--- config.mk ---
export PLATFORM = sky130hd
export DESIGN_NAME = pipeline_ctrl_unit
export DESIGN_NICKNAME = d
export VERILOG_FILES = /design/src/rtl/pipe_ctrl_pkg.sv /design/src/rtl/ctrl_stage_reg.sv /design/src/rtl/pipeline_ctrl_unit.sv
export SDC_FILE = /design/constraint.sdc
export NUM_CORES = 1
export LEC_CHECK = 0
export ABC_AREA = 1
export CORE_MARGIN = 2
export CORE_UTILIZATION = 41
export CTS_BUF_LIST = sky130_fd_sc_hd__clkbuf_8
export DETAILED_ROUTE_END_ITERATION = 8
export GPL_ROUTABILITY_DRIVEN = 0
export PLACE_DENSITY = 0.82
export SYNTH_ARGS = -nofsm -noshare
export SYNTH_HDL_FRONTEND = slang
export SYNTH_HIERARCHICAL = 1
export SYNTH_SLANG_ARGS = --single-unit
--- constraint.sdc ---
create_clock -name clk -period 3.2 [get_ports clk]
set_clock_uncertainty 0.15 [all_clocks]
set_input_delay 0.64 -clock clk [delete_from_list [all_inputs] [get_ports clk]]
set_output_delay 0.64 -clock clk [all_outputs]
set_load 0.03 [all_outputs]
--- src/rtl/pipe_ctrl_pkg.sv ---
// pipe_ctrl_pkg
// Shared types for the pipeline control unit:
//   ctrl_bundle_t : decoded control bits carried from ID through EX/MEM/WB
//   fwd_sel_t     : EX operand source select (register file, WB or MEM result)
//   CTRL_BUBBLE   : all-zero bundle used to insert a NOP into a stage
//   ALUOP_*       : encodings of the decoder's 2-bit ALU op field
package pipe_ctrl_pkg;

  localparam logic [1:0] ALUOP_LDST   = 2'b00;  // LW/SW address add
  localparam logic [1:0] ALUOP_BRANCH = 2'b01;  // branch compare
  localparam logic [1:0] ALUOP_RTYPE  = 2'b10;  // R/I-type, funct decides
  localparam logic [1:0] ALUOP_LUI    = 2'b11;  // pass immediate

  // Field order fixes the packed layout: alusrc is the MSB, aluop the LSBs.
  typedef struct packed {
    logic       alusrc;
    logic       jaltoreg;
    logic       memtoreg;
    logic       regwrite;
    logic       memread;
    logic       memwrite;
    logic       branch;
    logic [1:0] aluop;
  } ctrl_bundle_t;

  typedef enum logic [1:0] {
    FWD_RF  = 2'b00,
    FWD_WB  = 2'b01,
    FWD_MEM = 2'b10
  } fwd_sel_t;

  localparam ctrl_bundle_t CTRL_BUBBLE = '0;

endpackage

--- src/rtl/ctrl_stage_reg.sv ---
// ctrl_stage_reg
// One pipeline stage register holding a control bundle plus a packed group
// of register indices. clr_i loads a bubble (all-zero bundle and indices) and
// takes priority over en_i; with neither asserted the stage holds.
// Ports:
//   clk_i, rst_i : clock, asynchronous active-high reset (reset = bubble)
//   en_i, clr_i  : load enable, load-bubble
//   ctrl_i/idx_i : next-stage contents
//   ctrl_o/idx_o : registered contents
module ctrl_stage_reg
  import pipe_ctrl_pkg::*;
#(
  parameter int IDX_W = 5
) (
  input  logic             clk_i,
  input  logic             rst_i,
  input  logic             en_i,
  input  logic             clr_i,
  input  ctrl_bundle_t     ctrl_i,
  input  logic [IDX_W-1:0] idx_i,
  output ctrl_bundle_t     ctrl_o,
  output logic [IDX_W-1:0] idx_o
);

  ctrl_bundle_t     ctrl_q, ctrl_d;
  logic [IDX_W-1:0] idx_q, idx_d;

  always_comb begin
    ctrl_d = ctrl_q;
    idx_d  = idx_q;
    if (clr_i) begin
      ctrl_d = CTRL_BUBBLE;
      idx_d  = '0;
    end else if (en_i) begin
      ctrl_d = ctrl_i;
      idx_d  = idx_i;
    end
  end

  always_ff @(posedge clk_i or posedge rst_i) begin
    if (rst_i) begin
      ctrl_q <= CTRL_BUBBLE;
      idx_q  <= '0;
    end else begin
      ctrl_q <= ctrl_d;
      idx_q  <= idx_d;
    end
  end

  assign ctrl_o = ctrl_q;
  assign idx_o  = idx_q;

endmodule

--- src/rtl/pipeline_ctrl_unit.sv ---
// pipeline_ctrl_unit
// Carries the ID-stage decoded control bundle through the ID/EX, EX/MEM and
// MEM/WB registers, detects load-use hazards, generates stall / IF-ID flush
// with bubble insertion into EX, and drives the EX forwarding selects.
// Ports:
//   clk, reset            : clock, asynchronous active-high reset
//   id_*                  : decoder control bits and register fields in ID
//   ex_branch_taken       : branch/jump resolved taken for the EX instruction
//   stall, flush_ifid     : combinational hazard controls for PC and IF/ID
//   ex/mem/wb_ctrl, *_rs*, *_rd : registered stage contents
//   fwd_a, fwd_b          : EX operand source selects
// Optional build macro PIPE_CTRL_STATS_EN adds saturating 32-bit
// stall_count / flush_count outputs.
module pipeline_ctrl_unit
  import pipe_ctrl_pkg::*;
#(
  parameter int REG_ADDR_W = 5
) (
  input  logic                  clk,
  input  logic                  reset,
  input  logic                  id_alusrc,
  input  logic                  id_jaltoreg,
  input  logic                  id_memtoreg,
  input  logic                  id_regwrite,
  input  logic                  id_memread,
  input  logic                  id_memwrite,
  input  logic                  id_branch,
  input  logic [1:0]            id_aluop,
  input  logic [REG_ADDR_W-1:0] id_rs1,
  input  logic [REG_ADDR_W-1:0] id_rs2,
  input  logic [REG_ADDR_W-1:0] id_rd,
  input  logic                  ex_branch_taken,
  output logic                  stall,
  output logic                  flush_ifid,
  output ctrl_bundle_t          ex_ctrl,
  output ctrl_bundle_t          mem_ctrl,
  output ctrl_bundle_t          wb_ctrl,
  output logic [REG_ADDR_W-1:0] ex_rs1,
  output logic [REG_ADDR_W-1:0] ex_rs2,
  output logic [REG_ADDR_W-1:0] ex_rd,
  output logic [REG_ADDR_W-1:0] mem_rd,
  output logic [REG_ADDR_W-1:0] wb_rd,
  output fwd_sel_t              fwd_a,
  output fwd_sel_t              fwd_b
`ifdef PIPE_CTRL_STATS_EN
  ,
  output logic [31:0]           stall_count,
  output logic [31:0]           flush_count
`endif
);

  ctrl_bundle_t              id_ctrl;
  logic                      load_use;
  logic                      ex_clr;
  logic [3*REG_ADDR_W-1:0]   ex_idx;

  always_comb begin
    id_ctrl          = CTRL_BUBBLE;
    id_ctrl.alusrc   = id_alusrc;
    id_ctrl.jaltoreg = id_jaltoreg;
    id_ctrl.memtoreg = id_memtoreg;
    id_ctrl.regwrite = id_regwrite;
    id_ctrl.memread  = id_memread;
    id_ctrl.memwrite = id_memwrite;
    id_ctrl.branch   = id_branch;
    id_ctrl.aluop    = id_aluop;
  end

  // A load in EX whose destination is a source of the ID instruction cannot
  // forward in time; x0 is never a real dependency.
  assign load_use = ex_ctrl.memread && (ex_rd != '0) &&
                    ((ex_rd == id_rs1) || (ex_rd == id_rs2));

  // A taken branch kills the ID instruction anyway, so it overrides a stall.
  assign flush_ifid = ex_branch_taken;
  assign stall      = load_use && !ex_branch_taken;
  assign ex_clr     = load_use || ex_branch_taken;

  ctrl_stage_reg #(.IDX_W(3*REG_ADDR_W)) u_ex (
    .clk_i  (clk),
    .rst_i  (reset),
    .en_i   (1'b1),
    .clr_i  (ex_clr),
    .ctrl_i (id_ctrl),
    .idx_i  ({id_rs1, id_rs2, id_rd}),
    .ctrl_o (ex_ctrl),
    .idx_o  (ex_idx)
  );

  assign {ex_rs1, ex_rs2, ex_rd} = ex_idx;

  // MEM and WB always advance; only EX ever receives a bubble.
  ctrl_stage_reg #(.IDX_W(REG_ADDR_W)) u_mem (
    .clk_i  (clk),
    .rst_i  (reset),
    .en_i   (1'b1),
    .clr_i  (1'b0),
    .ctrl_i (ex_ctrl),
    .idx_i  (ex_rd),
    .ctrl_o (mem_ctrl),
    .idx_o  (mem_rd)
  );

  ctrl_stage_reg #(.IDX_W(REG_ADDR_W)) u_wb (
    .clk_i  (clk),
    .rst_i  (reset),
    .en_i   (1'b1),
    .clr_i  (1'b0),
    .ctrl_i (mem_ctrl),
    .idx_i  (mem_rd),
    .ctrl_o (wb_ctrl),
    .idx_o  (wb_rd)
  );

  // MEM holds the younger result, so it wins over WB for the same register.
  function automatic fwd_sel_t fwd_pick(
    input logic                  mem_rw,
    input logic [REG_ADDR_W-1:0] m_rd,
    input logic                  wb_rw,
    input logic [REG_ADDR_W-1:0] w_rd,
    input logic [REG_ADDR_W-1:0] rs
  );
    fwd_sel_t sel;
    sel = FWD_RF;
    if (mem_rw && (m_rd != '0) && (m_rd == rs)) begin
      sel = FWD_MEM;
    end else if (wb_rw && (w_rd != '0) && (w_rd == rs)) begin
      sel = FWD_WB;
    end
    return sel;
  endfunction

  assign fwd_a = fwd_pick(mem_ctrl.regwrite, mem_rd, wb_ctrl.regwrite, wb_rd, ex_rs1);
  assign fwd_b = fwd_pick(mem_ctrl.regwrite, mem_rd, wb_ctrl.regwrite, wb_rd, ex_rs2);

`ifdef PIPE_CTRL_STATS_EN
  logic [31:0] stall_count_q, stall_count_d;
  logic [31:0] flush_count_q, flush_count_d;

  always_comb begin
    stall_count_d = stall_count_q;
    flush_count_d = flush_count_q;
    if (stall && (stall_count_q != 32'hFFFF_FFFF)) begin
      stall_count_d = stall_count_q + 32'd1;
    end
    if (flush_ifid && (flush_count_q != 32'hFFFF_FFFF)) begin
      flush_count_d = flush_count_q + 32'd1;
    end
  end

  always_ff @(posedge clk or posedge reset) begin
    if (reset) begin
      stall_count_q <= '0;
      flush_count_q <= '0;
    end else begin
      stall_count_q <= stall_count_d;
      flush_count_q <= flush_count_d;
    end
  end

  assign stall_count = stall_count_q;
  assign flush_count = flush_count_q;
`endif

endmodule

-- Word-level counts from Yosys, hierarchy flattened
Cells that the tools add are included.
- output and inout bits: 58
- bits in registers: 52
- bits in writable memories: 0
- memories kept: 0
- bits in read-only memories: 0
- input port bits: 27
- bits in latches: 0
- word-level logic and storage cells: 54
- reductions and logical operators: 15
- divide/modulo/power cells: 0
- multiplexer cells: 6
- shift operators: 0
- bitwise gates (word level): 0
- add/subtract/negate cells: 0
- multipliers: 0
- magnitude comparators: 0
- equality and inequality tests: 6
- operators with widths (cell ; number):
    5-bit == test ; 6
    15-bit two-way mux ; 1
    5-bit nonzero test ; 3
    1-bit logical AND ; 9
    9-bit two-way mux ; 1
    2-bit two-way mux ; 2
    1-bit logical OR ; 2
    1-bit two-way mux ; 2
    1-bit logical NOT ; 1

-- Depth between registers and ports, before layout
- word-level depth: 5
- gate-level depth with buffers: 12
- mapped depth without buffers: 11

-- Hierarchy
Netlist, hierarchy kept.
- by module, submodules not included (module ; instances ; cells each ; area an instance (um^2)):
    ctrl_stage_reg (u_mem ...) ; 2 ; 62 ; 588.1
    ctrl_stage_reg (u_ex) ; 1 ; 106 ; 985.9
    pipeline_ctrl_unit ; 1 ; 100 ; 524.3

-- Least setup slack after synthesis
Ideal clock, no wire load.
- path kind: reg-to-output
- from: register u_mem.idx_q[1], in the netlist u_mem/idx_o[1]
- to: output port fwd_a[0]
- cell stages (with the launch flop): 5
- data arrival time: 1.592 ns
- path slack: 0.818 ns
- data required time: 2.410 ns
- path through: dfrtp_1 -> xnor2_1 -> nand2_1 -> nor3_2 -> nor2_1
- word-level cells in the longest chain between the ends: 4
- elaborated cells on any way between the ends: 5
- classes of those cells: eq/ne: 1; mux: 1; reduce/logical: 3
- ends and longest elaborated chain (element ; line ; source):
    from (decl) ; ctrl_stage_reg.sv:26 ; logic [IDX_W-1:0] idx_q, idx_d;
    from (signal assigned) ; ctrl_stage_reg.sv:46 ; idx_q <= idx_d;
    5-bit nonzero test ; pipeline_ctrl_unit.sv:125 ; if (mem_rw && (m_rd != '0) && (m_rd == rs)) begin
    1-bit logical AND ; pipeline_ctrl_unit.sv:125 ;
    1-bit logical AND (*) ; pipeline_ctrl_unit.sv:125 ;
    2-bit two-way mux (*) ; pipeline_ctrl_unit.sv:125 ;
    to (decl) ; pipeline_ctrl_unit.sv:43 ; output fwd_sel_t fwd_a,
Mark *: on every way between the ends. The rest lies on a longest branch, timed or not.

-- Worst setup path in the final report
- from: register u_ex.idx_q[6], in the netlist u_ex/idx_o[6]
- to: output port fwd_b[0]
- word-level cells in the longest chain between the ends: 4
- elaborated cells on any way between the ends: 6
- classes of those cells: eq/ne: 2; mux: 2; reduce/logical: 2
- ends and longest elaborated chain (element ; line ; source):
    from (decl) ; ctrl_stage_reg.sv:26 ;
    from (signal assigned) ; ctrl_stage_reg.sv:46 ;
    5-bit == test ; pipeline_ctrl_unit.sv:127 ; end else if (wb_rw && (w_rd != '0) && (w_rd == rs)) begin
    1-bit logical AND ; pipeline_ctrl_unit.sv:127 ;
    1-bit two-way mux ; pipeline_ctrl_unit.sv:127 ;
    2-bit two-way mux (*) ; pipeline_ctrl_unit.sv:125 ;
    to (decl) ; pipeline_ctrl_unit.sv:44 ; output fwd_sel_t fwd_b
Marks and branches as above.

==> impl_summary.log <==
[metrics] worst-margin pin slew: 0.922 ns
[metrics] DR pass1 iterations: 4
[metrics] worst setup slack after placement: 0.0205 ns
[metrics] Syn-to-layout area delta: 36.2%
[metrics] Tot Pwr: 1.44 mW
[metrics] IO Port Bufs: 84
[metrics] reported max-cap violation count: 0
[metrics] Total Nets Final: 449
[metrics] floorplan die area: 0.00722 sq mm
[metrics] sinks on the clock net: 52
[metrics] root buffer cell: clkbuf_8
[metrics] placed insts: 492
[metrics] worst rel slew slack: 38.5%
[metrics] H-tree Lvls: 2
[metrics] count of final hold-check violations: 0
[metrics] number of cells on the worst hold path: 2
[metrics] I/O pin cnt: 85
[metrics] HP Start: u_mem/ctrl_o[7]
[metrics] Syn. warnings: 6
[metrics] overflow left after global routing: 0
[metrics] average routed wire per standard cell: 12.8 um
[metrics] CTS tree: built
[metrics] global routing met2 resource utilization: 29.3%
[metrics] Post-route DRC: 0
[metrics] clock latency at the later pin of the worst-skew pair: 0.30 ns
[metrics] mean cell area of the mapped netlist: 8.14 sq um
[metrics] end point of the worst hold path: u_wb/ctrl_o[7]
[metrics] layer carrying the most global-route usage: met2
[metrics] Die Width: 84.9 um
[metrics] sum of negative setup slack: 0 ns
[metrics] status: completed
[metrics] met1 Usage GRT: 24.5%
[metrics] number of distinct library cell variants in the gate-level netlist after synthesis: 21
[metrics] Mapped Area: 0.00269 sq mm
[metrics] num rows: 29
[metrics] Slew Limit Fails: 0
[metrics] ratio of cells with drive above 1 in the final layout: 8.04%
[metrics] All-Layer GR Usage: 18.3%
[metrics] Fmax achieved: 355 MHz
[metrics] sequential cell area: 0.00130 sq mm
[metrics] CTS hold repair buffers: 0
[metrics] worst-case reg-to-reg path depth: 9
[metrics] Detailed Route WL: 6380 um
[metrics] crit-path max FO: 4
[metrics] Critical Path AT: 2.03 ns
[metrics] area of the placeable core: 0.00635 sq mm
[metrics] Power Density: 392 mW/mm^2
[metrics] met3 track demand over resource: 4.47%
[metrics] antenna violation net count after detailed routing: 0
[metrics] maximum vdd drop: 300 uV
[metrics] share of synthesized area occupied by flip-flops and latches: 48.4%
[metrics] final standard cell count with taps included and fillers excluded: 500
[metrics] Initial Utilization: 42.3%
[metrics] Data required, critical path: 2.41 ns
[metrics] clock period minus final worst setup slack: 2.82 ns
[metrics] beginning of the critical path: u_ex/idx_o[6]
[metrics] maximum buffer depth of the clock tree: 2
[metrics] gate count after technology mapping: 330
[metrics] slowest stage delay, CP: 0.67 ns
[metrics] crit path max-delay cell type: clkdlybuf4s50_1
[metrics] Reg clk slew, reported paths: 0.09 ns
[metrics] number of register bits inferred by synthesis: 52
[metrics] area of the multi-input gates: 0.00123 sq mm
[metrics] kind of end point of the critical path: output pin
[metrics] number of filler cells placed in the layout: 592
[metrics] Final Setup Violations: 0
[metrics] Leakage: 1.89 nW
[metrics] initial antenna violation count: 0
[metrics] maximum number of pins on one net before global-route repair: 26
[metrics] final core utilization: 57.6%
[metrics] category of the worst setup path launch point: register
[metrics] type of the tightest min-delay check: reg2reg
[metrics] global-route wire length before repair: 10,700 um
[metrics] Antenna Diode Count: 0
[metrics] Post-DP HPWL: 5030 um
[metrics] number of buffers created by CTS: 5
[metrics] type of the worst setup path: reg2out
[metrics] post-CTS setup buffer count: 0
[metrics] share of the clock period used by the worst path after layout: 88.0%
[metrics] reg2reg start: u_ex/idx_o[1]
[metrics] height of the die: 84.9 um
[metrics] setup repair after global routing missed its margin: false
[metrics] worst path setup slack after routing: 0.384 ns
[metrics] number of global-route vias before repair: 2,291
[metrics] First DRT Iteration DRCs: 134
[metrics] end of the worst register-to-register path: u_ex/idx_o[13]
[metrics] detail-routed via count per cell: 4.80
[metrics] cell-by-cell listing of the critical path: xor2_1 -> nor3_1 -> nand2_1 -> nor2_1 -> clkdlybuf4s50_1
[metrics] worst setup slack for register-to-register paths: 1.31 ns
[metrics] number of vias in the routed layout: 2,400
[routing by layer]
metal | part of all wire (%) | vias up
li1 | - | 1199
met1 | 45 | 1102
met2 | 47 | 89
met3 | 6.2 | 10
met4 | 1.4 | 0
met5 | 0 | -
[cells in the mapped netlist]
library cell	instances	area, sq um
buf_2	4	20.0
buf_4	1	7.51
buf_6	7	78.8
clkbuf_8	2	27.5
conb_1	2	7.51
dfrtp_1	52	1300
inv_1	14	52.6
inv_2	7	26.3
nand2_1	125	469
nand2_2	12	75.1
nand3_1	56	280
nand4_1	1	6.26
nor2_1	14	52.6
nor2_2	1	6.26
nor2_4	3	33.8
nor3_1	2	10.0
nor3_2	2	20.0
o21ai_0	2	10.0
o21ai_2	1	8.76
xnor2_1	16	140
xor2_1	6	52.6
[worst max-delay path, delay by kind of cell, from the launching register on]
kind                   cells  cell delay [ns]
AND/OR/NAND/NOR            3             0.38
XOR/XNOR                   1             0.20
flip-flops                 1             0.48
buffers and inverters      1             0.67
[power breakdown]
| part | switching [mW] | internal (mW) | leakage [nW] |
|---|---|---|---|
| Combinational | 0.156 | 0.114 | 1.13 |
| Sequential | 0.0392 | 0.682 | 0.707 |
| Clock | 0.213 | 0.231 | 0.0541 |
| Total | 0.408 | 1.03 | 1.89 |
[state kept, by name (all words and copies together) (netlist names)]
signal        flops
u_ex/ctrl_o       9
u_wb/ctrl_o       9
u_mem/idx_o       5
u_wb/idx_o        5
u_mem/ctrl_o      9
u_ex/idx_o       15
[through the flow]
step / area, sq um / hold WS, ns
2_1_floorplan: 2740 / 0.379
3_3_place_gp: 3550 / 0.374
3_5_place_dp: 3550 / 0.379
4_1_cts: 3660 / 0.401
5_1_grt: 3660 / 0.429
6_report: 3660 / 0.392
[cells in the final DEF (no fill, tap or decap)]
cell / netlist / final
clkbuf_8: 2 / 5
nand2_1: 125 / 125
inv_2: 7 / 7
o21ai_2: 1 / 1
nor3_2: 2 / 2
o21ai_0: 2 / 2
clkinv_2: 0 / 1
bufinv_16: 0 / 1
clkdlybuf4s50_1: 0 / 83
clkinvlp_4: 0 / 1
dfrtp_1: 52 / 52
nand3_1: 56 / 56
conb_1: 2 / 17
nand2_2: 12 / 12
dlymetal6s2s_1: 0 / 1
nor2_1: 14 / 14
xor2_1: 6 / 6
xnor2_1: 16 / 16
nor3_1: 2 / 2
nand4_1: 1 / 1
nor2_2: 1 / 1
nor2_4: 3 / 3
inv_1: 14 / 14
[layout make-up]
cell class                 count  share of cell area, %
timing repair buffer          84                   23.0
sequential                    52                   35.6
multi-input combinational    258                   33.6
inverter                      21                   2.15
clock buffer                   5                   1.88
tap                           77                   2.63
clock inverter                 3                   1.16
[repair_timing]
action	4_1_cts	5_1_grt
gates resized for setup	0	1
hold endpoints to repair	0	0
setup endpoints to repair	0	1
[how the worst max path moves through the flow]
stage / to / slack, ns / cells past startpoint
5_1_grt: fwd_b[0] / 0.23 / 7
3_3_place_gp: stall / 0.06 / 10
2_1_floorplan: fwd_a[0] / 0.82 / 4
3_5_place_dp: stall / 0.02 / 10
6_report: fwd_b[0] / 0.38 / 5
4_1_cts: stall / 0.02 / 10
[kinds of logic after synthesis]
family / synth area share [%]
compound gates: 0.699
simple gates: 35.5
xor+xnor: 7.17
other cells: 0.280
flops: 48.4
buf+inv: 7.92
Power figures use the tool's default switching activity.
